===== config.mk =====
export PLATFORM = sky130hd
export DESIGN_NAME = display_timing_cfg
export DESIGN_NICKNAME = d
export VERILOG_FILES = /design/src/rtl/display_timing_cfg.sv
export SDC_FILE = /design/constraint.sdc
export NUM_CORES = 1
export LEC_CHECK = 0
export CORE_AREA = 8 8 169 235
export CTS_CLUSTER_DIAMETER = 30
export DETAILED_ROUTE_END_ITERATION = 10
export DIE_AREA = 0 0 177 243
export PLACE_DENSITY_LB_ADDON = 0.3
export SKIP_LAST_GASP = 1
export SLEW_MARGIN = 20
export SYNTH_ARGS = -nofsm -noshare
export SYNTH_HDL_FRONTEND = slang
export SYNTH_SLANG_ARGS = --single-unit

===== constraint.sdc =====
create_clock -name clk_pix -period 6.45 [get_ports clk_pix]
set_clock_uncertainty 0.2 [all_clocks]
set_input_delay 1.935 -clock clk_pix [delete_from_list [all_inputs] [get_ports clk_pix]]
set_output_delay 1.935 -clock clk_pix [all_outputs]
set_load 0.05 [all_outputs]

===== src/rtl/display_timing_cfg.sv =====
// Runtime-configurable sync/DE/strobe generator; look-ahead pre_x/pre_y lead the decoded outputs by LOOKAHEAD cycles.
// New modes are taken over valid/ready and applied only on the last pixel of a frame (cfg_ready low while pending).
module display_timing_cfg #(
  parameter int CORDW     = 16,
  parameter int LOOKAHEAD = 2,
  parameter int DEF_H_RES  = 640,
  parameter int DEF_H_FP   = 16,
  parameter int DEF_H_SYNC = 96,
  parameter int DEF_H_BP   = 48,
  parameter int DEF_V_RES  = 480,
  parameter int DEF_V_FP   = 10,
  parameter int DEF_V_SYNC = 2,
  parameter int DEF_V_BP   = 33,
  parameter bit DEF_H_POL  = 1'b0,
  parameter bit DEF_V_POL  = 1'b0
) (
  input  logic                    clk_pix,
  input  logic                    rst,
  input  logic                    cfg_valid,
  output logic                    cfg_ready,
  input  logic [CORDW-2:0]        cfg_h_res,
  input  logic [CORDW-2:0]        cfg_h_fp,
  input  logic [CORDW-2:0]        cfg_h_sync,
  input  logic [CORDW-2:0]        cfg_h_bp,
  input  logic [CORDW-2:0]        cfg_v_res,
  input  logic [CORDW-2:0]        cfg_v_fp,
  input  logic [CORDW-2:0]        cfg_v_sync,
  input  logic [CORDW-2:0]        cfg_v_bp,
  input  logic                    cfg_h_pol,
  input  logic                    cfg_v_pol,
  output logic                    cfg_err,
  output logic                    mode_applied,
  output logic signed [CORDW-1:0] pre_x,
  output logic signed [CORDW-1:0] pre_y,
  output logic                    hsync,
  output logic                    vsync,
  output logic                    de,
  output logic                    frame,
  output logic                    line,
  output logic signed [CORDW-1:0] screen_x,
  output logic signed [CORDW-1:0] screen_y
);

  localparam logic signed [CORDW-1:0] DEF_H_STA  = CORDW'(-(DEF_H_FP + DEF_H_SYNC + DEF_H_BP));
  localparam logic signed [CORDW-1:0] DEF_HS_STA = CORDW'(-(DEF_H_SYNC + DEF_H_BP));
  localparam logic signed [CORDW-1:0] DEF_HS_END = CORDW'(-DEF_H_BP);
  localparam logic signed [CORDW-1:0] DEF_HA_END = CORDW'(DEF_H_RES - 1);
  localparam logic signed [CORDW-1:0] DEF_V_STA  = CORDW'(-(DEF_V_FP + DEF_V_SYNC + DEF_V_BP));
  localparam logic signed [CORDW-1:0] DEF_VS_STA = CORDW'(-(DEF_V_SYNC + DEF_V_BP));
  localparam logic signed [CORDW-1:0] DEF_VS_END = CORDW'(-DEF_V_BP);
  localparam logic signed [CORDW-1:0] DEF_VA_END = CORDW'(DEF_V_RES - 1);
  localparam logic signed [CORDW-1:0] ONE_C = 1;
  localparam logic signed [CORDW:0]   ONE_W = 1;

  typedef enum logic {IDLE, PENDING} state_t;

  typedef struct packed {
    logic             hsync;
    logic             vsync;
    logic             de;
    logic             frame;
    logic             line;
    logic [CORDW-1:0] sx;
    logic [CORDW-1:0] sy;
  } tim_t;

  localparam tim_t TIM_RST = '{hsync: ~DEF_H_POL, vsync: ~DEF_V_POL, de: 1'b0, frame: 1'b0,
                               line: 1'b0, sx: DEF_H_STA, sy: DEF_V_STA};

  state_t state, state_nxt;

  logic signed [CORDW-1:0] h_sta, hs_sta, hs_end, ha_end;
  logic signed [CORDW-1:0] v_sta, vs_sta, vs_end, va_end;
  logic                    h_pol, v_pol;

  logic [CORDW-2:0] sh_h_res, sh_h_fp, sh_h_sync, sh_h_bp;
  logic [CORDW-2:0] sh_v_res, sh_v_fp, sh_v_sync, sh_v_bp;
  logic             sh_h_pol, sh_v_pol;

  logic signed [CORDW:0] nh_sta, nh_hs_sta, nh_hs_end, nh_a_end;
  logic signed [CORDW:0] nv_sta, nv_vs_sta, nv_vs_end, nv_a_end;

  logic signed [CORDW-1:0] x, y, x_nxt, y_nxt;
  logic cfg_fire, cfg_ok, last_pix, apply;
  logic hs_act, vs_act;
  tim_t dec;
  tim_t pipe [LOOKAHEAD];

  assign cfg_fire = cfg_valid && cfg_ready;
  assign cfg_ok   = (cfg_h_res != '0) && (cfg_v_res != '0) && (cfg_h_sync != '0) && (cfg_v_sync != '0);
  assign last_pix = (x == ha_end) && (y == va_end);
  assign apply    = (state == PENDING) && last_pix;

  // Handshake FSM: state register, next-state, outputs
  always_ff @(posedge clk_pix) begin
    if (rst) state <= IDLE;
    else     state <= state_nxt;
  end

  always_comb begin
    state_nxt = state;
    case (state)
      IDLE:    if (cfg_fire && cfg_ok) state_nxt = PENDING;
      PENDING: if (apply) state_nxt = IDLE;
      default: state_nxt = IDLE;
    endcase
  end

  always_comb begin
    cfg_ready = (state == IDLE);
  end

  always_ff @(posedge clk_pix) begin
    if (rst) begin
      sh_h_res  <= '0;
      sh_h_fp   <= '0;
      sh_h_sync <= '0;
      sh_h_bp   <= '0;
      sh_v_res  <= '0;
      sh_v_fp   <= '0;
      sh_v_sync <= '0;
      sh_v_bp   <= '0;
      sh_h_pol  <= 1'b0;
      sh_v_pol  <= 1'b0;
    end else if (cfg_fire && cfg_ok) begin
      sh_h_res  <= cfg_h_res;
      sh_h_fp   <= cfg_h_fp;
      sh_h_sync <= cfg_h_sync;
      sh_h_bp   <= cfg_h_bp;
      sh_v_res  <= cfg_v_res;
      sh_v_fp   <= cfg_v_fp;
      sh_v_sync <= cfg_v_sync;
      sh_v_bp   <= cfg_v_bp;
      sh_h_pol  <= cfg_h_pol;
      sh_v_pol  <= cfg_v_pol;
    end
  end

  always_ff @(posedge clk_pix) begin
    if (rst) begin
      cfg_err      <= 1'b0;
      mode_applied <= 1'b0;
    end else begin
      cfg_err      <= cfg_fire && !cfg_ok;
      mode_applied <= apply;
    end
  end

  // Shadow limits are one bit wider so the sums cannot wrap before truncation
  assign nh_sta    = -($signed({2'b00, sh_h_fp}) + $signed({2'b00, sh_h_sync}) + $signed({2'b00, sh_h_bp}));
  assign nh_hs_sta = nh_sta + $signed({2'b00, sh_h_fp});
  assign nh_hs_end = nh_hs_sta + $signed({2'b00, sh_h_sync});
  assign nh_a_end  = $signed({2'b00, sh_h_res}) - ONE_W;
  assign nv_sta    = -($signed({2'b00, sh_v_fp}) + $signed({2'b00, sh_v_sync}) + $signed({2'b00, sh_v_bp}));
  assign nv_vs_sta = nv_sta + $signed({2'b00, sh_v_fp});
  assign nv_vs_end = nv_vs_sta + $signed({2'b00, sh_v_sync});
  assign nv_a_end  = $signed({2'b00, sh_v_res}) - ONE_W;

  always_ff @(posedge clk_pix) begin
    if (rst) begin
      h_sta  <= DEF_H_STA;
      hs_sta <= DEF_HS_STA;
      hs_end <= DEF_HS_END;
      ha_end <= DEF_HA_END;
      v_sta  <= DEF_V_STA;
      vs_sta <= DEF_VS_STA;
      vs_end <= DEF_VS_END;
      va_end <= DEF_VA_END;
      h_pol  <= DEF_H_POL;
      v_pol  <= DEF_V_POL;
    end else if (apply) begin
      h_sta  <= nh_sta[CORDW-1:0];
      hs_sta <= nh_hs_sta[CORDW-1:0];
      hs_end <= nh_hs_end[CORDW-1:0];
      ha_end <= nh_a_end[CORDW-1:0];
      v_sta  <= nv_sta[CORDW-1:0];
      vs_sta <= nv_vs_sta[CORDW-1:0];
      vs_end <= nv_vs_end[CORDW-1:0];
      va_end <= nv_a_end[CORDW-1:0];
      h_pol  <= sh_h_pol;
      v_pol  <= sh_v_pol;
    end
  end

  always_comb begin
    x_nxt = x + ONE_C;
    y_nxt = y;
    if (apply) begin
      x_nxt = nh_sta[CORDW-1:0];
      y_nxt = nv_sta[CORDW-1:0];
    end else if (x == ha_end) begin
      x_nxt = h_sta;
      y_nxt = (y == va_end) ? v_sta : y + ONE_C;
    end
  end

  always_ff @(posedge clk_pix) begin
    if (rst) begin
      x <= DEF_H_STA;
      y <= DEF_V_STA;
    end else begin
      x <= x_nxt;
      y <= y_nxt;
    end
  end

  assign pre_x = x;
  assign pre_y = y;

  // Decode uses the live limits, which change on the same edge as the counter
  assign hs_act = (x >= hs_sta) && (x < hs_end);
  assign vs_act = (y >= vs_sta) && (y < vs_end);

  always_comb begin
    dec       = TIM_RST;
    dec.hsync = h_pol ? hs_act : !hs_act;
    dec.vsync = v_pol ? vs_act : !vs_act;
    dec.de    = !x[CORDW-1] && !y[CORDW-1];
    dec.frame = (x == h_sta) && (y == v_sta);
    dec.line  = (x == h_sta) && !y[CORDW-1];
    dec.sx    = x;
    dec.sy    = y;
  end

  always_ff @(posedge clk_pix) begin
    if (rst) begin
      for (int i = 0; i < LOOKAHEAD; i++) pipe[i] <= TIM_RST;
    end else begin
      pipe[0] <= dec;
      for (int i = 1; i < LOOKAHEAD; i++) pipe[i] <= pipe[i-1];
    end
  end

  assign hsync    = pipe[LOOKAHEAD-1].hsync;
  assign vsync    = pipe[LOOKAHEAD-1].vsync;
  assign de       = pipe[LOOKAHEAD-1].de;
  assign frame    = pipe[LOOKAHEAD-1].frame;
  assign line     = pipe[LOOKAHEAD-1].line;
  assign screen_x = pipe[LOOKAHEAD-1].sx;
  assign screen_y = pipe[LOOKAHEAD-1].sy;

endmodule


* Word level (Yosys, flattened, before mapping)
Memory sizes are Yosys's and may differ from the RTL's. Index checks and enable logic that the tools add are counted.
Storage, ports and cells: memories kept 1, word-level logic and storage cells 89, output and inout bits 72, flip-flop bits (word level) 287, bits in writable memories 74, input bits 125
Operators by class: muxes and demuxes 15, bitwise logic cells 3, add/sub/neg operators 14, equal/unequal tests 4, reductions and logical operators 23, order comparisons 4
Memory list:
- pipe | depth 2, width 37, read ports 2, clocked after memory_dff 0, write ports 2, line 87 | tim_t pipe [LOOKAHEAD];
Operator list (count):
- two-way mux 16 bit | 5
- two-way mux 37 bit | 2
- adder 16 bit | 4
- == test 16 bit | 4
- nonzero test 15 bit | 4
- adder 15 x 15 -> 16 bit | 2
- adder 16 x 15 -> 16 bit | 2
- adder 16 x 2 -> 16 bit, second input constant | 2
- >= comparator 16 bit | 2
- < comparator 16 bit | 2
- negation 16 bit | 2
- subtractor 15 x 1 -> 16 bit, second input constant | 2
- logical AND 1 bit | 13
- two-way mux 1 bit | 7
- logical NOT 1 bit | 5
- OR 1 bit | 2
- case mux 1 bit (2 select lines) | 1
- nonzero test 2 bit | 1
- NOT 1 bit | 1

* Longest topological paths before layout
Gate-level depths: netlist of the first run.
depth after elaboration 7, mapped depth 25

* Worst setup path after synthesis of the first run
Ideal clock, no wire load.
kind register to register, from register sh_h_sync[1], to register hs_end[14], data required time 6109 ps, arrival 4674 ps, cell stages (with the launch flop) 26, period minus slack after synthesis 5016 ps, path slack 1434 ps, library setup time 141 ps, cells stage by stage dfxtp_1 ha_1 inv_1 fa_1 ha_1 inv_1 fa_1 nor2b_1 o31a_1 o21a_1 nor2_1 xnor2_1 ha_1 nand3_1 nor3_1 o41ai_1 nand2b_1 xor2_1 ha_1 nand2_1 nor2_1 a21oi_1 o31ai_1 o41ai_1 xnor2_1 o211ai_1
On the way: word-level cells in the longest chain between the ends 5
RTL lines:
- start, declared | line 76 | logic [CORDW-2:0] sh_h_res, sh_h_fp, sh_h_sync, sh_h_bp;
- start signal, assigned | line 128 | sh_h_sync <= cfg_h_sync;
- adder 15 x 15 -> 16 bit | line 150 | assign nh_sta = -($signed({2'b00, sh_h_fp}) + $signed({2'b00, sh_h_sync}) + $signed({2'b00, sh_h_bp}));
- adder 16 x 15 -> 16 bit | line 150
- negation 16 bit | line 150
- named net nh_sta[7] | line 80 | logic signed [CORDW:0] nh_sta, nh_hs_sta, nh_hs_end, nh_a_end;
- adder 16 bit | line 151 | assign nh_hs_sta = nh_sta + $signed({2'b00, sh_h_fp});
- named net nh_hs_sta[11] | line 80
- adder 16 bit | line 152 | assign nh_hs_end = nh_hs_sta + $signed({2'b00, sh_h_sync});
- end signal, assigned | line 174 | hs_end <= nh_hs_end[CORDW-1:0];
- end, declared | line 72 | logic signed [CORDW-1:0] h_sta, hs_sta, hs_end, ha_end;
The timed path passes the listed nets, and every way through them passes these cells. A chain may end at the register's enable or synchronous reset.

* Worst setup path in the final report of the first run
from register sh_v_fp[2], to register vs_end[13]
On the way: word-level cells in the longest chain between the ends 5
RTL lines:
- start, declared | line 77 | logic [CORDW-2:0] sh_v_res, sh_v_fp, sh_v_sync, sh_v_bp;
- start signal, assigned | line 131 | sh_v_fp <= cfg_v_fp;
- adder 15 x 15 -> 16 bit | line 154 | assign nv_sta = -($signed({2'b00, sh_v_fp}) + $signed({2'b00, sh_v_sync}) + $signed({2'b00, sh_v_bp}));
- adder 16 x 15 -> 16 bit | line 154
- negation 16 bit | line 154
- named net nv_sta[6] | line 81 | logic signed [CORDW:0] nv_sta, nv_vs_sta, nv_vs_end, nv_a_end;
- adder 16 bit | line 155 | assign nv_vs_sta = nv_sta + $signed({2'b00, sh_v_fp});
- named net nv_vs_sta[9] | line 81
- adder 16 bit | line 156 | assign nv_vs_end = nv_vs_sta + $signed({2'b00, sh_v_sync});
- end signal, assigned | line 178 | vs_end <= nv_vs_end[CORDW-1:0];
- end, declared | line 73 | logic signed [CORDW-1:0] v_sta, vs_sta, vs_end, va_end;
The timed path passes the listed nets, and every way through them passes these cells.

==> results of run 1 <==
[metrics by stage]
| step | power, W | instances | setup slack [ns] | hold slack, ns | cell area (um^2) |
|---|---|---|---|---|---|
| 3_5_place_dp | 0.005341 | 3054 | 0.7693 | 0.1928 | 22810 |
| 5_1_grt | 0.008610 | 3147 | 0.3533 | 0.2136 | 24540 |
| 6_report | 0.008161 | 3147 | 0.7099 | 0.2055 | 24540 |
| 2_1_floorplan | 0.004654 | 2559 | 1.434 | 0.1895 | 21060 |
| 3_3_place_gp | 0.005265 | 3054 | 0.9949 | 0.1912 | 22810 |
| 4_1_cts | 0.008158 | 3147 | 0.7578 | 0.2068 | 24540 |
[worst paths after layout]
| check | endpoint | slack [ns] |
|---|---|---|
| worst max-delay path | vs_end[13]$_SDFFE_PP1P_ | 0.71 |
| worst min-delay path | pipe[0][66]$_SDFF_PP1_ | 0.21 |
| worst max register to register | vs_end[13]$_SDFFE_PP1P_ | 0.71 |
| worst min register to register | pipe[0][66]$_SDFF_PP1_ | 0.21 |
[cell type report]
class / count / area [um^2]
timing repair buffer: 221 / 2166
tap: 467 / 584.3
fill: 2998 / 11700
inverter: 184 / 690.7
clock buffer: 54 / 1286
sequential: 361 / 7227
clock inverter: 39 / 449.2
multi-input combinational: 1821 / 12140
[placed cells by master, fill, tap and decap left out, types with 13 or more instances in the layout]
| master | n |
|---|---|
| nor2b_1 | 34 |
| dfxtp_1 | 361 |
| o211ai_1 | 62 |
| nand2b_1 | 15 |
| a31oi_1 | 13 |
| nor2_1 | 105 |
| buf_4 | 24 |
| o21ai_0 | 67 |
| nor4_1 | 30 |
| nor3_1 | 37 |
| a21o_1 | 38 |
| nand2_1 | 446 |
| ha_1 | 191 |
| a211oi_1 | 33 |
| nand4_1 | 20 |
| o21a_1 | 25 |
| fa_1 | 34 |
| clkbuf_16 | 50 |
| a21oi_1 | 242 |
| clkdlybuf4s50_1 | 195 |
| nand3_1 | 49 |
| or2_2 | 50 |
| inv_1 | 182 |
| xor2_1 | 105 |
| xnor2_1 | 85 |
[layer usage]
metal	wire, um	share of wire (%)	GRT usage, %	vias to the layer above
li1	-	-	-	8779
met1	25120	45	35.02	8474
met2	24400	44	38.68	648
met3	4458	8.0	4.180	126
met4	2001	3.6	10.53	0
met5	0	0	0	-
[critical path: cells and delay by family (launching register included)]
family          cells  cell delay [ns]
simple gates        4             0.56
buf+inv             2             0.15
fa+ha+maj           5             1.70
flops               1             0.37
compound gates     10             2.07
xor+xnor            3             0.54
[registers in the layout, summed over array words and instances, names as in the netlist, 16 cells and up]
signal,count
vs_sta,16
pipe,74
hs_end,16
h_sta,16
pre_x,16
vs_end,16
ha_end,16
hs_sta,16
pre_y,16
va_end,16
v_sta,16
[power by group through the flow]
stage / Sequential (W) / Combinational (W) / Clock [W]
floorplan: 0.00237 / 0.00229 / 0
global placement: 0.00239 / 0.00288 / 0
detailed placement: 0.00239 / 0.00295 / 0
CTS: 0.00234 / 0.00298 / 0.00283
global route: 0.00235 / 0.00333 / 0.00293
finish: 0.00234 / 0.00302 / 0.00280
[cell families after synthesis]
logic type / count (synthesis) / synth area share [%]
AND/OR/NAND/NOR: 844 / 18.40
AO/OA/AOI/OAI: 552 / 16.19
buffers and inverters: 377 / 8.115
flip-flops: 361 / 34.31
adder cells (fa/ha/maj): 225 / 14.58
XOR/XNOR: 190 / 7.901
multiplexers: 10 / 0.4990
==> out/metrics.yaml, run 1 <==
synth:
  async_reset_ff_share_pct: 0
  synth_area_leaders: "dfxtp_1, ha_1, nand2_1"
  yosys_warnings: 0
  yosysTopAreaCell: "dfxtp_1"
  synth_top_area_share_pct: 34.31
  synth_commonest_cells: "nand2_1, dfxtp_1, a21oi_1, ha_1, inv_1"
  yosysUniqueCellTypes: 63
  synth_flop_cell: "dfxtp_1"
  syn-num-nets: 2909
  ys_seq_elements: 361
  synth.most_common_cell: "nand2_1"
  synth-edff-count: 0
  synthCells: 2559
  yosysSeqAreaShare_pct: 34.31
  syn-cell-area_um2: 21060
  post_synth.cell_area_avg_um2: 8.230
detailed_routing:
  vias: 18027
  wl_um: 55980
  antenna_left: 0
  wl_per_cell_um: 17.79
  drc: 0
  avgViaCountPerCell: 5.728
  dr.first_iter.drc_count: 1311
  firstDrtPassIters: 5
sta:
  slew_headroom_pct: 27.36
  maxSlewViolCount: 0
  tns_ns: 0
  fmax_ghz: 0.1742
  finalHoldViolCount: 0
  finalCritPeriodShare_pct: 88.99
  tightest_slew_ns: 1.086
  min_period_ns: 5.740
  rsz0062_at_grt: "false"
  finalSetupViolCount: 0
run:
  drv_cap: 0
setup_path:
  startpoint: "sh_v_fp[2]$_SDFFE_PP0P_"
  cp_slowest_cell: "fa_1"
  start_kind: "register"
  crit_required_ns: 6.68
  slowest_delay_ns: 0.50
  crit_chain: "inv_1 -> fa_1 -> ha_1 -> ha_1 -> a21o_1 -> a21oi_1 -> o21ai_0 -> a21oi_1 -> xnor2_1 -> ha_1 -> nor3_1 -> inv_1 -> a311oi_1 -> o31ai_1 -> a21oi_1 -> xnor2_1 -> ha_1 -> a21oi_1 -> nand2_1 -> o2111ai_1 -> nand2_1 -> nor2_1 -> xor2_1 -> o211ai_1"
  reg2reg_depth: 24
  path_max_fanout: 4
  arrival_ns: 5.97
  crit_path_end_kind: "register"
  path_class: "register to register"
  r2r-start: "sh_v_fp[2]$_SDFFE_PP0P_"
outcome:
  status: "finished clean"
clock_tree:
  clock-sinks: 361
  hold_buffers: 0
  clockBufferDepth: 3
  cts_tree: "done"
  cts.clk_slew.worst_paths_ns: 0.06
  postCtsSetupBuffers: 0
  clk_latency_ns: 0.58
  cts_buffers: 50
  cts_resized: 0
  ctsRootBufferMaster: "clkbuf_16"
  cts.htree.levels: 2
die:
  row_count: 83
  fp.dieW_um: 177
  core-area_um2: 36240
  die_h_um: 243
  pin_count: 197
  dieArea_um2: 43010
  start_util_pct: 58.11
pwr:
  power.density_nw_per_um2: 332.5
  switchingPower_w: 0.002986
  share_seq_of_total_power_pct: 28.7
  pwr-share-clk_pct: 34.3
  p_sw_share_pct: 36.59
  p_int_w: 0.005175
  ir_drop_mv: 0.2157
  p_comb_share_pct: 37.0
  p_leak_nw: 10.38
placement:
  port-buffer-count: 196
  dp_hpwl_um: 41760
  place.gp.congestion: 0.9308
global_route:
  first_global_vias: 17685
  globalRouteTotalUtil_pct: 25.42
  overflow: 0
  antenna_found_initial: 0
  grt_max_degree: 123
  grt_first_pass_wirelength_um: 89630
layout:
  antenna_cells: 0
  postLayoutCoreUtil_pct: 67.72
  area_growth_pct: 16.54
  drive_above_1_share_pct: 6.828
  finish.net_count: 2989
hold_path:
  hold_start: "pipe[0][29]$_SDFF_PP1_"
  hold_depth: 1
  min_path_type: "register to register"
Note: power is estimated with default switching activity, not from simulation.
==> inputs of run 2 (changes only) <==
Settings changed: CORE_AREA 8 8 169 235 to 8 8 168 233, CTS_BUF_LIST from default to sky130_fd_sc_hd__clkbuf_8, DIE_AREA 0 0 177 243 to 0 0 176 241, TNS_END_PERCENT from default to 50.
==> out/metrics.yaml, run 2 (synthesis results as in run 1) <==
layout:
  postLayoutCoreUtil_pct: 68.25  # was 67.72%
  largest_register_ffs: 74  # unchanged
  multi_input_area_um2: 12140  # unchanged
  finish.net_count: 2994  # was 2989
  drive_above_1_share_pct: 7.116  # was 6.828%
  num-fill-cells: 2923  # was 2998
  layout_common_cells: "nand2_1, dfxtp_1, a21oi_1, clkdlybuf4s50_1, inv_1"  # was nand2_1, dfxtp_1, a21oi_1, clkdlybuf4s50_1, ha_1
  area_growth_pct: 15.36  # was 16.54%
  regMostFlops: "pipe"  # unchanged
  regArea_um2: 7227  # unchanged
  final_common_cell: "nand2_1"  # unchanged
  layout.cells.non_filler: 3161  # was 3147
  post-route-cell-area_um2: 24300  # was 24540 um^2
sta:
  slew_headroom_pct: 28.32  # was 27.36%
  rsz0062_at_grt: "false"  # unchanged
  finalHoldViolCount: 0  # unchanged
  fmax_ghz: 0.1755  # was 0.1742 GHz
  tns_ns: 0  # unchanged
  maxSlewViolCount: 0  # unchanged
  finalCritPeriodShare_pct: 88.32  # was 88.99%
  finalSetupViolCount: 0  # unchanged
  min_period_ns: 5.697  # was 5.740 ns
  tightest_slew_ns: 1.075  # was 1.086 ns
  worst_slack_ns: 0.7533  # was 0.7099 ns
run:
  drv_cap: 0  # unchanged
setup_path:
  start_kind: "register"  # unchanged
  path_class: "register to register"  # unchanged
  crit_cells: 24  # unchanged
  path_delay_family: "compound AO/OA/AOI/OAI gates"  # unchanged
  r2r-start: "sh_v_fp[2]$_SDFFE_PP0P_"  # unchanged
  path_max_fanout: 4  # unchanged
  crit_path_end_kind: "register"  # unchanged
  reg2reg_depth: 24  # unchanged
  arrival_ns: 5.97  # about the same
  rrSetupSlack_ns: 0.75  # was 0.71 ns
  crit_chain: "inv_1 -> fa_1 -> ha_1 -> ha_1 -> a21o_1 -> a21oi_1 -> o21ai_0 -> a21oi_1 -> xnor2_1 -> ha_1 -> nor3_1 -> inv_1 -> a311oi_1 -> o31ai_1 -> a21oi_1 -> xnor2_1 -> ha_1 -> a21oi_1 -> nand2_1 -> o2111ai_1 -> nand2_1 -> nor2_1 -> xor2_1 -> o211ai_1"  # unchanged
  worst-path-buf-inv: 2  # unchanged
  slowest_delay_ns: 0.50  # about the same
  crit_required_ns: 6.72  # was 6.68 ns
  r2r_end: "vs_end[13]$_SDFFE_PP1P_"  # unchanged
  cp_slowest_cell: "fa_1"  # unchanged
pwr:
  p_leak_nw: 10.32  # was 10.38 nW
  share_seq_of_total_power_pct: 29.6  # was 28.7%
  power.density_nw_per_um2: 326.0  # was 332.5 nW/um^2
  ir_drop_mv: 0.1702  # was 0.2157 mV
  pwr-share-clk_pct: 32.0  # was 34.3%
  switchingPower_w: 0.002868  # was 0.002986 W
  p_int_w: 0.005053  # was 0.005175 W
  p_sw_share_pct: 36.20  # was 36.59%
  p_comb_share_pct: 38.4  # was 37.0%
die:
  row_count: 82  # was 83
  dieArea_um2: 42420  # was 43010 um^2
  start_util_pct: 59.16  # was 58.11%
  die_h_um: 241  # was 243 um
  core-area_um2: 35600  # was 36240 um^2
  pin_count: 197  # unchanged
  fp.dieW_um: 176  # was 177 um
placement:
  placed_area_um2: 22730  # was 22810 um^2
  port-buffer-count: 196  # unchanged
  place.gp.congestion: 0.8977  # was 0.9308
  pre_cts_ws_ns: 0.7704  # was 0.7693 ns
  dp_hpwl_um: 41560  # was 41760 um
  dpl.cell_count: 3037  # was 3054
global_route:
  globalRouteTotalUtil_pct: 26.02  # was 25.42%
  overflow: 0  # unchanged
  grt_max_degree: 125  # was 123
  first_global_vias: 17581  # was 17685
  antenna_found_initial: 2  # was 0
  grt_first_pass_wirelength_um: 89360  # was 89630 um
hold_path:
  min_path_type: "register to register"  # unchanged
  min_to: "pipe[0][64]$_SDFF_PP1_"  # was pipe[0][66]$_SDFF_PP1_
  hold_depth: 1  # unchanged
  hold_start: "pipe[0][27]$_SDFF_PP1_"  # was pipe[0][29]$_SDFF_PP1_
clock_tree:
  cts_resized: 0  # unchanged
  cts.clk_slew.worst_paths_ns: 0.06  # about the same
  cts.htree.levels: 3  # was 2
  clock-sinks: 361  # unchanged
  postCtsSetupBuffers: 0  # unchanged
  cts_buffers: 67  # was 50
  cts_tree: "done"  # unchanged
  clk_latency_ns: 0.63  # was 0.58 ns
  hold_buffers: 0  # unchanged
  clockBufferDepth: 3  # unchanged
  ctsRootBufferMaster: "clkbuf_8"  # was clkbuf_16
outcome:
  status: "finished clean"  # unchanged
detailed_routing:
  dr.first_iter.drc_count: 1534  # was 1311
  wl_um: 56280  # was 55980 um
  vias: 18083  # was 18027
  antenna_left: 0  # unchanged
  firstDrtPassIters: 6  # was 5
  wl_per_cell_um: 17.80  # was 17.79 um
  avgViaCountPerCell: 5.721  # was 5.728
  drc: 0  # unchanged
-- run 2: worst max path at each step --
stage	start	endpoint	slack (ns)
after floorplan	sh_h_sync[1]$_SDFFE_PP0P_	hs_end[14]$_SDFFE_PP1P_	1.43
after global placement	sh_v_sync[1]$_SDFFE_PP0P_	vs_end[15]$_SDFFE_PP1P_	0.99
after detailed placement	sh_v_sync[2]$_SDFFE_PP0P_	vs_end[13]$_SDFFE_PP1P_	0.77
after CTS	sh_v_fp[2]$_SDFFE_PP0P_	vs_end[13]$_SDFFE_PP1P_	0.75
after global routing	sh_h_sync[1]$_SDFFE_PP0P_	hs_end[14]$_SDFFE_PP1P_	0.38
final	sh_v_fp[2]$_SDFFE_PP0P_	vs_end[13]$_SDFFE_PP1P_	0.75
-- run 2: final cells by class --
type | instances | area share, %
Sequential cell | 361 | 29.74
Clock buffer | 80 | 4.532
Antenna cell | 1 | 0.01030
Clock inverter | 43 | 1.910
Timing Repair Buffer | 209 | 8.610
Inverter | 184 | 2.843
Tap cell | 462 | 2.379
Multi-Input combinational cell | 1821 | 49.97
-- run 2: power by group through the flow --
stage	Clock, W	Combinational (W)	Sequential [W]
finish	0.00253	0.00304	0.00235
global route	0.00268	0.00333	0.00235
CTS	0.00257	0.00299	0.00234
detailed placement	0	0.00295	0.00239
global placement	0	0.00288	0.00239
floorplan	0	0.00229	0.00237
-- run 2: stage by stage --
step           power [W]  hold WS (ns)
2_1_floorplan   0.004654        0.1895
3_3_place_gp    0.005274        0.1906
3_5_place_dp    0.005346        0.1932
4_1_cts         0.007903        0.2064
5_1_grt         0.008357        0.2127
6_report        0.007921        0.2059
-- run 2: metal layers --
metal  part of all wire, %  wire, um  up-vias  GRT usage, %
met5                 0.023        13        -             0
met4                   3.5      1961        2         11.25
met3                   8.0      4526      143         5.182
met2                    44     24670      688         40.77
met1                    45     25110     8460         34.47
li1                      -         -     8790             -
